$ cat config.mk
export PLATFORM = sky130hd
export DESIGN_NAME = gpio_irq_port
export DESIGN_NICKNAME = d
export VERILOG_FILES = /design/src/rtl/gpio_pkg.sv /design/src/rtl/gpio_debounce.sv /design/src/rtl/gpio_irq_port.sv
export SDC_FILE = /design/constraint.sdc
export NUM_CORES = 1
export LEC_CHECK = 0
export CAP_MARGIN = 30
export CORE_ASPECT_RATIO = 1.75
export CORE_UTILIZATION = 42
export DETAILED_ROUTE_END_ITERATION = 12
export PLACE_DENSITY = 0.75
export SETUP_SLACK_MARGIN = 0.2
export SLEW_MARGIN = 20
export SYNTH_ARGS = -nofsm -noshare
export SYNTH_HDL_FRONTEND = slang
export SYNTH_SLANG_ARGS = --single-unit
$ cat constraint.sdc
create_clock -name clk -period 3.15 [get_ports clk]
set_clock_uncertainty 0.15 [all_clocks]
set_input_delay 0.315 -clock clk [delete_from_list [all_inputs] [get_ports clk]]
set_output_delay 0.315 -clock clk [all_outputs]
set_load 0.005 [all_outputs]
$ cat src/rtl/gpio_pkg.sv
// gpio_pkg -- shared definitions for the gpio_irq_port block.
//
// Holds the register byte offsets, the bus handshake state encoding and a
// small helper that expands byte strobes into a 32-bit bit mask.
// Optional feature macro used by this block: GPIO_DEBOUNCE_EN (see top).

package gpio_pkg;

  // Register byte offsets within the 32-byte window
  localparam logic [4:0] GPIO_OUT  = 5'h00;
  localparam logic [4:0] GPIO_IN   = 5'h04;
  localparam logic [4:0] GPIO_IEN  = 5'h08;
  localparam logic [4:0] GPIO_EDGE = 5'h0C;
  localparam logic [4:0] GPIO_PEND = 5'h10;

  // Bus handshake states
  typedef enum logic {
    BUS_IDLE = 1'b0,
    BUS_ACK  = 1'b1
  } bus_state_t;

  // Turns the four byte enables into a per-bit write mask
  function automatic logic [31:0] strb_to_mask(input logic [3:0] strb);
    return {{8{strb[3]}}, {8{strb[2]}}, {8{strb[1]}}, {8{strb[0]}}};
  endfunction

endpackage

$ cat src/rtl/gpio_debounce.sv
// gpio_debounce -- single-bit stability filter.
//
// The output follows the input only after the input has disagreed with the
// current output for DEB_CYCLES consecutive clock samples. Any sample that
// agrees with the output restarts the count.
//
// Ports:
//   clk     input   clock
//   resetn  input   asynchronous active-low reset (output and count to 0)
//   din     input   already-synchronized sample
//   dout    output  filtered value

module gpio_debounce #(
  parameter int DEB_CYCLES = 16
) (
  input  logic clk,
  input  logic resetn,
  input  logic din,
  output logic dout
);

  localparam int CW = $clog2(DEB_CYCLES + 1);

  logic [CW-1:0] run_cnt;

  // Count consecutive samples that differ from the held value; flip the
  // held value on the DEB_CYCLES-th such sample.
  always_ff @(posedge clk or negedge resetn) begin
    if (!resetn) begin
      run_cnt <= '0;
      dout    <= 1'b0;
    end else if (din == dout) begin
      run_cnt <= '0;
    end else if (run_cnt == CW'(DEB_CYCLES - 1)) begin
      run_cnt <= '0;
      dout    <= din;
    end else begin
      run_cnt <= run_cnt + CW'(1);
    end
  end

endmodule

$ cat src/rtl/gpio_irq_port.sv
// gpio_irq_port -- memory-mapped GPIO port with edge-triggered interrupts.
//
// Registers (byte offsets): 0x00 OUT (RW), 0x04 IN (RO), 0x08 IEN (RW),
// 0x0C EDGE (RW, 1 = rising, 0 = falling), 0x10 PEND (RO, write-1-to-clear).
// Bits at and above WIDTH read as zero and ignore writes.
//
// Build option: define GPIO_DEBOUNCE_EN to insert a gpio_debounce filter per
// pin after the synchronizer; without it the synchronized value is used
// directly and DEB_CYCLES has no effect.
//
// Ports:
//   clk        input         clock
//   resetn     input         asynchronous active-low reset
//   mem_valid  input         bus request, held until mem_ready
//   mem_sel    input         address decode hit
//   mem_addr   input  [4:0]  byte offset, bits [1:0] ignored
//   mem_wdata  input  [31:0] write data
//   mem_wstrb  input  [3:0]  byte enables, zero means read
//   mem_rdata  output [31:0] read data, zero unless mem_ready
//   mem_ready  output        one-cycle acknowledge
//   port_in    input  [W-1:0] asynchronous pins
//   port_out   output [W-1:0] registered outputs
//   irq        output        level interrupt, |(PEND & IEN) registered

module gpio_irq_port #(
  parameter int WIDTH      = 8,
  parameter int DEB_CYCLES = 16
) (
  input  logic             clk,
  input  logic             resetn,
  input  logic             mem_valid,
  input  logic             mem_sel,
  input  logic [4:0]       mem_addr,
  input  logic [31:0]      mem_wdata,
  input  logic [3:0]       mem_wstrb,
  output logic [31:0]      mem_rdata,
  output logic             mem_ready,
  input  logic [WIDTH-1:0] port_in,
  output logic [WIDTH-1:0] port_out,
  output logic             irq
);

  import gpio_pkg::*;

  if (WIDTH < 1 || WIDTH > 32 || DEB_CYCLES < 1) begin : g_bad_params
    $error("gpio_irq_port: WIDTH must be 1..32 and DEB_CYCLES at least 1");
  end

  logic [WIDTH-1:0] sync_q1;
  logic [WIDTH-1:0] sync_q2;
  logic [WIDTH-1:0] pin_filt;
  logic [WIDTH-1:0] pin_prev;

  logic [WIDTH-1:0] out_q;
  logic [WIDTH-1:0] ien_q;
  logic [WIDTH-1:0] edge_q;
  logic [WIDTH-1:0] pend_q;

  logic [WIDTH-1:0] edge_hit;
  logic [WIDTH-1:0] pend_clr;

  bus_state_t       bus_state;
  logic [4:0]       word_addr;
  logic             wr_en;
  logic [31:0]      wr_mask;
  logic [31:0]      wr_bits;
  logic [31:0]      rd_word;
  logic             bus_unused;

  // Two-flop synchronizer for the asynchronous pins
  always_ff @(posedge clk or negedge resetn) begin
    if (!resetn) begin
      sync_q1 <= '0;
      sync_q2 <= '0;
    end else begin
      sync_q1 <= port_in;
      sync_q2 <= sync_q1;
    end
  end

`ifdef GPIO_DEBOUNCE_EN
  for (genvar i = 0; i < WIDTH; i++) begin : g_deb
    gpio_debounce #(
      .DEB_CYCLES(DEB_CYCLES)
    ) u_deb (
      .clk   (clk),
      .resetn(resetn),
      .din   (sync_q2[i]),
      .dout  (pin_filt[i])
    );
  end
`else
  assign pin_filt = sync_q2;
`endif

  // Synchronizer, filter and previous-value flops all reset to 0, so nothing
  // can look like an edge until real pin data has walked through them.
  assign edge_hit = (pin_filt & ~pin_prev &  edge_q)
                  | (~pin_filt & pin_prev & ~edge_q);

  assign word_addr  = {mem_addr[4:2], 2'b00};
  assign wr_en      = (bus_state == BUS_ACK) && (mem_wstrb != 4'b0000);
  assign wr_mask    = strb_to_mask(mem_wstrb);
  assign wr_bits    = mem_wdata & wr_mask;
  assign pend_clr   = (wr_en && word_addr == GPIO_PEND) ? wr_bits[WIDTH-1:0] : '0;
  assign bus_unused = ^{mem_addr[1:0], wr_mask, wr_bits};

  // Register file: CPU writes land on the acknowledge cycle. Pending bits
  // are set by detected edges, and a set beats a same-cycle clear.
  always_ff @(posedge clk or negedge resetn) begin
    if (!resetn) begin
      out_q    <= '0;
      ien_q    <= '0;
      edge_q   <= '1;
      pend_q   <= '0;
      pin_prev <= '0;
      irq      <= 1'b0;
    end else begin
      if (wr_en) begin
        case (word_addr)
          GPIO_OUT:  out_q  <= (out_q  & ~wr_mask[WIDTH-1:0]) | wr_bits[WIDTH-1:0];
          GPIO_IEN:  ien_q  <= (ien_q  & ~wr_mask[WIDTH-1:0]) | wr_bits[WIDTH-1:0];
          GPIO_EDGE: edge_q <= (edge_q & ~wr_mask[WIDTH-1:0]) | wr_bits[WIDTH-1:0];
          default: ;
        endcase
      end
      pend_q   <= (pend_q & ~pend_clr) | edge_hit;
      pin_prev <= pin_filt;
      irq      <= |(pend_q & ien_q);
    end
  end

  // Read multiplexer, zero-extended; unmapped offsets return zero
  always_comb begin
    rd_word = '0;
    case (word_addr)
      GPIO_OUT:  rd_word[WIDTH-1:0] = out_q;
      GPIO_IN:   rd_word[WIDTH-1:0] = pin_filt;
      GPIO_IEN:  rd_word[WIDTH-1:0] = ien_q;
      GPIO_EDGE: rd_word[WIDTH-1:0] = edge_q;
      GPIO_PEND: rd_word[WIDTH-1:0] = pend_q;
      default: ;
    endcase
  end

  // Bus handshake: a request seen in IDLE is acknowledged in the following
  // cycle, with read data registered alongside mem_ready. Returning to IDLE
  // after every ack means a still-high mem_valid starts a fresh access.
  always_ff @(posedge clk or negedge resetn) begin
    if (!resetn) begin
      bus_state <= BUS_IDLE;
      mem_ready <= 1'b0;
      mem_rdata <= '0;
    end else begin
      case (bus_state)
        BUS_IDLE: begin
          if (mem_valid && mem_sel) begin
            bus_state <= BUS_ACK;
            mem_ready <= 1'b1;
            mem_rdata <= rd_word;
          end else begin
            mem_ready <= 1'b0;
            mem_rdata <= '0;
          end
        end
        default: begin
          bus_state <= BUS_IDLE;
          mem_ready <= 1'b0;
          mem_rdata <= '0;
        end
      endcase
    end
  end

  assign port_out = out_q;

endmodule
==> run metrics, run 1 <==
outcome completed; setup TNS 0 ns; routed wire length 5.45 mm; fin area 3540 sq um; total design power 2.20 mW; Final Max Slew Viols 0; pin count of the biggest net entering global routing 67; min Tclk post-route 2.03 ns; Yosys reg bits 66; ratio of cells with drive above 1 in the final layout 22.1%; Die W 64.1 um; vias 1764; Yosys cell types 25; number of setup buffers added after CTS 0; area of the multi-input gates 1030 sq um; Final WS setup 1.12 ns; first-pass GRT wire length 9.02 mm; initial antenna violation count 0; max-cap check violation count 0; DRC violations left 0; Reg clk slew, reported paths 0.05 ns; dominant cells by area after synthesis dfrtp_1, mux2_4, dfstp_2; f_max 0.493 GHz; Netlist Area Pre-Place 2830 sq um; vias in the first global route 1797; core region area 6540 sq um; Register Area 1660 sq um; routing usage on met1 20.9%; # clock sinks 66; met3 usage in global routing 4.44%; sequential share of the synthesized area 58.7%; CP required 3.21 ns; grt ovf 0; # H-tree levels 3; Die Y 111 um; RR Startpoint bus_state$_DFF_PN0_; Syn Inst Count 209; Post-Syn Area per Cell 13.6 sq um; CP delay by family, top buffers and inverters; Initial Utilization 43.3%; CP arrival 2.08 ns; DP Area 3260 sq um; DR pass1 iterations 4; leakage power 1.53 nW; worst setup path start mem_addr[3]; Post-DRT Antenna Nets 0; Pwr Density 621 nW/um^2; cell-by-cell listing of the critical path clkdlybuf4s50_1 -> nor3b_4 -> and2_1 -> mux2_1; IO Port Bufs 41; unrepaired setup endpoints after global routing false; Worst-Margin Slew 0.800 ns; Final nets 315; global-route track usage on met2 26.4%; CTS Buf Count 9; DR vias/cell 5.05; CTS Buffer Depth 2; Buffers & Inverters on Critical Path 1; Post-CTS Resized 0; DP HPWL 3.61 mm; Peak VDD IR 0.307 mV; total of fill cells in the finished design 562; Startpoint Class input pin; die area 7090 sq um; WS Path Type in -> reg; worst-skew pair later-pin latency 0.33 ns; min-delay worst type in -> async; Rel. slew slack 46.7%; Hold Fails Final Rpt 0; crit path max-delay cell type clkdlybuf4s50_1; crit path capture type flip-flop; Synthesis Warnings 0; post-place setup slack 0.798 ns; WL/cell 15.6 um; Clock Tree Root clkbuf_16; Routability Congestion 0.808; # IOs 95; area delta synth->final 25.1%; CTS Hold Bufs 0; GR peak layer met2; Crit Path Max Fanout 8; n_diodes 0; final period utilization 64.4%; Yosys top cell by area dfrtp_1; Rows 39; GRT Total Usage 17.5%; Final Setup Violations 0; Max stage delay on crit path 0.70 ns; initial drt markers 164; CTS tree built; Yosys top cell area share 51.2%
-- final cells by class --
cell class	count	area share [%]
Clock buffer	14	7.73
Clock inverter	2	0.282
Multi-Input combinational cell	136	29.1
Sequential cell	66	46.9
Tap cell	82	2.90
Timing Repair Buffer	49	13.1
-- cell usage after synthesis, drive strengths merged --
| cell type | count |
|---|---|
| dfstp | 8 |
| and3b | 1 |
| nor3b | 4 |
| nor3 | 1 |
| nand2 | 9 |
| conb | 1 |
| o21ai | 1 |
| and2 | 3 |
| mux2 | 32 |
| nor2 | 14 |
| a211o | 2 |
| nor2b | 1 |
| buf | 30 |
| nand4 | 1 |
| a21oi | 8 |
| dfrtp | 58 |
| a22oi | 20 |
| a221o | 6 |
| nand3 | 9 |
-- placed cells by master, fill, tap and decap left out, types with 3 or more instances in the layout --
master	n
buf_4	8
a22oi_1	20
conb_1	24
mux2_2	8
mux2_1	8
nand3_1	8
nor2_1	14
clkbuf_8	3
a221o_1	6
dfrtp_1	58
clkbuf_16	9
and2_1	3
clkdlybuf4s50_1	40
nand2_1	9
dfstp_2	8
a21oi_1	8
mux2_4	16
-- worst paths after layout --
| path | cells after the start | endpoint | slack (ns) |
|---|---|---|---|
| max | 4 | flip-flop | 1.12 |
| min | 2 | sync_q1[7]$_DFF_PN0_ | 0.01 |
| max reg2reg | 3 | flip-flop | 1.45 |
| min reg2reg | 0 | pin_filt[1]$_DFF_PN0_ | 0.19 |
| max in group asynchronous | 2 | mem_rdata[1]$_DFF_PN0_ | 2.32 |
| min in group clk | 0 | pin_filt[1]$_DFF_PN0_ | 0.19 |
-- power breakdown --
part	switching [mW]	internal [mW]	leakage [nW]
Clock	0.328	0.593	0.143
Combinational	0.103	0.167	0.611
Sequential	0.0641	0.944	0.776
-- metrics by stage --
| step | hold WS [ns] | std cells | util (%) |
|---|---|---|---|
| floorplan | -0.131 | 232 | - |
| global placement | 0.182 | 333 | 49.8 |
| detailed placement | 0.186 | 333 | 49.8 |
| CTS | 0.0371 | 349 | 54.2 |
| global route | 0.0843 | 349 | 54.2 |
| finish | 0.0136 | 349 | 54.2 |
-- kinds of logic (layout without fill, tap and decap cells) --
logic type / Yosys count / count (layout) / share of synthesized area (%)
muxes: 32 / 32 / 14.8
AOI/OAI and AO/OA: 37 / 37 / 9.63
DFF: 66 / 66 / 58.7
other: 1 / 24 / 0.132
and+or+nand+nor: 43 / 43 / 8.70
buffers and inverters: 30 / 65 / 8.04
-- worst register-to-register path: stages, from the launching register on --
cell     delay [ns]
dfrtp_1        0.36
and2_1         0.26
and2_1         0.43
mux2_1         0.38
-- layer usage --
metal | routed length [um] | part of all wire [%]
met5 | 0 | 0
met4 | 191 | 3.5
met3 | 274 | 5.0
met2 | 2800 | 51
met1 | 2190 | 40
No activity file was read; power rests on OpenSTA's default activity.
==> inputs of run 2 (changes only) <==
--- a/config.mk
+++ b/config.mk
@@ -7,9 +7,9 @@
 export LEC_CHECK = 0
 export CAP_MARGIN = 30
 export CORE_ASPECT_RATIO = 1.75
-export CORE_UTILIZATION = 42
+export CORE_UTILIZATION = 41
 export DETAILED_ROUTE_END_ITERATION = 12
-export PLACE_DENSITY = 0.75
+export PLACE_DENSITY = 0.76
 export SETUP_SLACK_MARGIN = 0.2
 export SLEW_MARGIN = 20
 export SYNTH_ARGS = -nofsm -noshare
==> constraint.sdc (replaced) <==
create_clock -name clk -period 1.7 [get_ports clk]
set_clock_uncertainty 0.15 [all_clocks]
set_input_delay 0.17 -clock clk [delete_from_list [all_inputs] [get_ports clk]]
set_output_delay 0.17 -clock clk [all_outputs]
set_load 0.005 [all_outputs]
==> run 2 against run 1 <==
  * Global-route usage grew 0.56 points
  * Non-clock buffer count grew 20
  * Core utilization is 5.0 points higher
  * Sequential share of layout area decreased by 4.3 points
  * Die area increased by 2.4%
  * Critical path depth down 3
  * Clock-buffer cell count down 2
  * Setup slack worse by 0.89 ns
  * Sequential power is 84% higher
  * Final area rose by 10%
  * Total power is 120% higher
  * Flip-flop and latch count stayed put
==> run metrics, run 2 (same netlist as run 1, synthesis figures left out) <==
area delta synth->final 37.7%; Pwr Density 1220 nW/um^2; IO Port Bufs 41; min Tclk post-route 1.46 ns; Peak VDD IR 0.611 mV; WS Path Type reg -> out; CP delay by family, top buffers and inverters; Final nets 335; core region area 6590 sq um; # placed instances 344; Startpoint Class flip-flop; vias in the first global route 1915; outcome completed; CP arrival 1.14 ns; Routability Congestion 0.827; DR vias/cell 5.13; Crit Path Max Fanout 1; pin count of the biggest net entering global routing 34; Buffers & Inverters on Critical Path 1; CP required 1.38 ns; post-place setup slack -0.293 ns; CTS Buf Count 9; Final Max Slew Viols 0; DP HPWL 4.12 mm; routed wire length 5.81 mm; DRC violations left 0; Rows 39; grt ovf 0; Post-DRT Antenna Nets 0; GRT Total Usage 18.1%; hold slack 0.124 ns; f_max 0.683 GHz; vias 1893; n_diodes 0; setup TNS 0 ns; Die Y 112 um; DR pass1 iterations 4; # H-tree levels 3; crit path capture type primary output; ratio of cells with drive above 1 in the final layout 28.9%; final period utilization 86.2%; initial drt markers 128; CTS Buffer Depth 2; Reg clk slew, reported paths 0.05 ns; min-delay worst type in -> reg; WL/cell 15.7 um; worst-skew pair later-pin latency 0.33 ns; # IOs 95; Max stage delay on crit path 0.49 ns; cell-by-cell listing of the critical path clkdlybuf4s50_1; first-pass GRT wire length 9.33 mm; die area 7260 sq um; crit path max-delay cell type clkdlybuf4s50_1; CTS tree built; most common cell after layout, fill and taps aside dfrtp_1; Final Util 59.2%; leakage power 1.83 nW; commonest non-fill, non-tap cells in the layout dfrtp_1, conb_1, clkdlybuf4s50_1; Final WS setup 0.235 ns; initial antenna violation count 0; Die W 64.8 um; max-cap check violation count 0; Clock Tree Root clkbuf_16; Final Non-Filler Cells 369; unrepaired setup endpoints after global routing false; Initial Utilization 43.0%; # clock sinks 66; Hold Fails Final Rpt 0; Final Setup Violations 0
run 2: cell types whose count changed in the layout (fill, tap and decap cells not counted), sizes merged:
cell	previous run	this run
clkinv	2	0
clkdlybuf4s50	40	24
clkbuf	14	12
dlygate4sd2	0	9
bufinv	0	4
dlymetal6s2s	0	7
dlygate4sd3	0	1
buf	9	28
run 2: power by group:
part | internal (mW) | switching [mW]
clock | 1.70 | 0.642
combinational | 0.353 | 0.223
sequential | 1.75 | 0.107
total | 3.80 | 0.972
run 2: per-stage QoR:
stage	total power [mW]	area [sq um]
global route	4.96	3900
detailed placement	2.43	3430
global placement	2.41	3430
finish	4.77	3900
CTS	4.83	3880
floorplan	2.17	2930
run 2: final timing paths:
path | start | end | slack [ns] | cells after the start
max in group asynchronous | resetn | asynchronous set/reset pin | 0.65 | 3
worst min register to register | sync_q1[5]$_DFF_PN0_ | pin_filt[5]$_DFF_PN0_ | 0.19 | 0
min in group asynchronous | resetn | pin_prev[6]$_DFF_PN0_ | 0.16 | 2
worst min-delay path | port_in[4] | sync_q1[4]$_DFF_PN0_ | 0.12 | 1
worst max-delay path | mem_rdata[3]$_DFF_PN0_ | mem_rdata[3] | 0.24 | 1
worst max register to register | bus_state$_DFF_PN0_ | flip-flop | 0.26 | 4
run 2: final cells by class:
type / instances / area [sq um]
flip-flops and latches: 66 / 1660
multi-input cells: 136 / 1040
repair buffers: 69 / 712
clock inverters: 4 / 120
clock buffers: 12 / 267
well taps: 82 / 103
fillers: 531 / 2690
run 2: routing by layer:
layer	wire length (um)	vias up	GRT usage (%)
li1	-	853	-
met1	2190	933	20.7
met2	3000	83	26.8
met3	329	24	5.43
met4	289	0	15.6
met5	0	-	0
run 2: what timing repair did:
action / 4_1_cts / 5_1_grt
buffers inserted: 8 / 0
endpoints found under the setup margin: 46 / 14
pin swaps: 1 / 0
hold buffers: 1 / 0
gates resized for setup: 9 / 9
hold endpoints to repair: 60 / 0
==> inputs of run 3 (changes only) <==
--- a/config.mk
+++ b/config.mk
@@ -6,10 +6,10 @@
 export NUM_CORES = 1
 export LEC_CHECK = 0
 export CAP_MARGIN = 30
-export CORE_ASPECT_RATIO = 1.75
+export CORE_ASPECT_RATIO = 0.75
 export CORE_UTILIZATION = 41
 export DETAILED_ROUTE_END_ITERATION = 12
-export PLACE_DENSITY = 0.76
+export PLACE_DENSITY = 0.77
 export SETUP_SLACK_MARGIN = 0.2
 export SLEW_MARGIN = 20
 export SYNTH_ARGS = -nofsm -noshare
==> run 3 against run 2 <==
  * The run now ends with DRC left
  * Largest power group is now registers
  * Clock-buffer cell count is the same
  * Die area fell by 0.14%
  * Core utilization shrank 3.2 points
  * Highest routed layer unchanged
  * Maximum frequency shrank 0.88%
  * Total power down 24%
  * First-iteration DRC count increased by 6.3%
  * Clock power shrank 48%
  * Sequential power is essentially flat
  * Setup slack lost 0.013 ns
==> run metrics, run 3 (same netlist as run 1, synthesis figures left out) <==
core region area 6470 sq um; Die W 98.0 um; Peak VDD IR 0.534 mV; vias in the first global route 1907; max-cap check violation count 0; WL/cell 16.5 um; DP HPWL 4.16 mm; total of fill cells in the finished design 532; CP arrival 1.55 ns; min-delay worst type in -> reg; routed wire length 6.04 mm; worst-skew pair later-pin latency 0.34 ns; Final nets 334; Reg clk slew, reported paths 0.07 ns; CTS Buffer Depth 2; ratio of cells with drive above 1 in the final layout 29.4%; DR vias/cell 5.05; final period utilization 86.9%; Startpoint Class flip-flop; CTS Buf Count 9; # IOs 95; crit path capture type flip-flop; GRT Total Usage 18.2%; Routability Congestion 0.830; Final WS setup 0.222 ns; n_diodes 0; fin area 3620 sq um; min Tclk post-route 1.48 ns; DP Area 3350 sq um; outcome finished, violations left; # H-tree levels 3; Final Setup Violations 0; Die Y 74.0 um; Rows 25; area delta synth->final 28.0%; Pwr Density 1000 nW/um^2; most common cell after layout, fill and taps aside dfrtp_1; DRC violations left 4; Crit Path Max Fanout 5; Final Max Slew Viols 0; f_max 0.677 GHz; unrepaired setup endpoints after global routing true; # clock sinks 66; CTS tree built; grt ovf 0; Final Util 56.0%; DR pass1 iterations 10; post-place setup slack -0.311 ns; vias 1855; initial antenna violation count 0; pin count of the biggest net entering global routing 67; Initial Utilization 43.7%; IO Port Bufs 41; Clock Tree Root clkbuf_8; failing checks DRC; CP required 1.78 ns; initial drt markers 136; die area 7250 sq um; WS Path Type reg -> reg; setup TNS 0 ns; Post-DRT Antenna Nets 0; first-pass GRT wire length 9.67 mm; commonest non-fill, non-tap cells in the layout dfrtp_1, conb_1, buf_4; leakage power 1.75 nW; Hold Fails Final Rpt 0
==> run 3: changes by cell type in the layout (fill, tap and decap cells not counted), moves of 4 or more <==
cell | previous run | this run
buf_4 | 20 | 24
dlygate4sd2_1 | 9 | 14
clkbuf_16 | 9 | 0
bufinv_16 | 4 | 0
buf_12 | 7 | 1
clkbuf_8 | 3 | 12
clkdlybuf4s50_1 | 24 | 19
==> run 3: power by group <==
part | switching (mW) | leakage (nW) | internal (mW)
registers | 0.112 | 0.776 | 1.75
logic | 0.222 | 0.876 | 0.337
clock network | 0.574 | 0.0944 | 0.643
total | 0.908 | 1.75 | 2.72
==> run 3: area by class of cell <==
class / instances / area, sq um / area share [%]
flip-flops and latches: 66 / 1660 / 45.8
multi-input cells: 136 / 1040 / 28.8
repair buffers: 68 / 627 / 17.3
clock buffers: 12 / 165 / 4.56
well taps: 81 / 101 / 2.80
clock inverters: 4 / 25.0 / 0.690
==> run 3: layer usage <==
layer / up-vias / track usage, % / wire length, um
li1: 844 / - / -
met1: 919 / 23.7 / 2600
met2: 82 / 28.6 / 2910
met3: 10 / 6.11 / 460
met4: 0 / 7.41 / 70
met5: - / 0 / 0
==> run 3: worst paths after layout <==
path	cells after the start	from	endpoint	slack (ns)
max reg2reg	4	bus_state$_DFF_PN0_	flip-flop	0.22
max in group asynchronous	3	resetn	asynchronous set/reset pin	0.85
min	1	port_in[3]	sync_q1[3]$_DFF_PN0_	0.12
min reg2reg	0	sync_q1[5]$_DFF_PN0_	pin_filt[5]$_DFF_PN0_	0.20
max	4	bus_state$_DFF_PN0_	flip-flop	0.22
min in group asynchronous	3	resetn	pin_prev[0]$_DFF_PN0_	0.23
==> run 3: stage by stage <==
step,hold slack [ns],power [mW],instances
3_3_place_gp,0.0574,2.39,342
6_report,0.119,3.63,367
3_5_place_dp,0.0595,2.42,342
2_1_floorplan,-0.276,2.17,232
5_1_grt,0.0999,3.80,367
4_1_cts,0.0971,3.66,366
==> run 3: timing repair <==
action	4_1_cts	5_1_grt
hold endpoints to repair	66	0
endpoints found under the setup margin	48	24
pin swaps	0	1
hold buffers	1	0
resized for setup	15	11
setup buffers	7	1
==> run 3: worst max-delay path: stages (launching register included) <==
cell,delay (ns)
dfrtp_1,0.39
and2_4,0.18
and2_1,0.17
buf_4,0.17
mux2_4,0.29
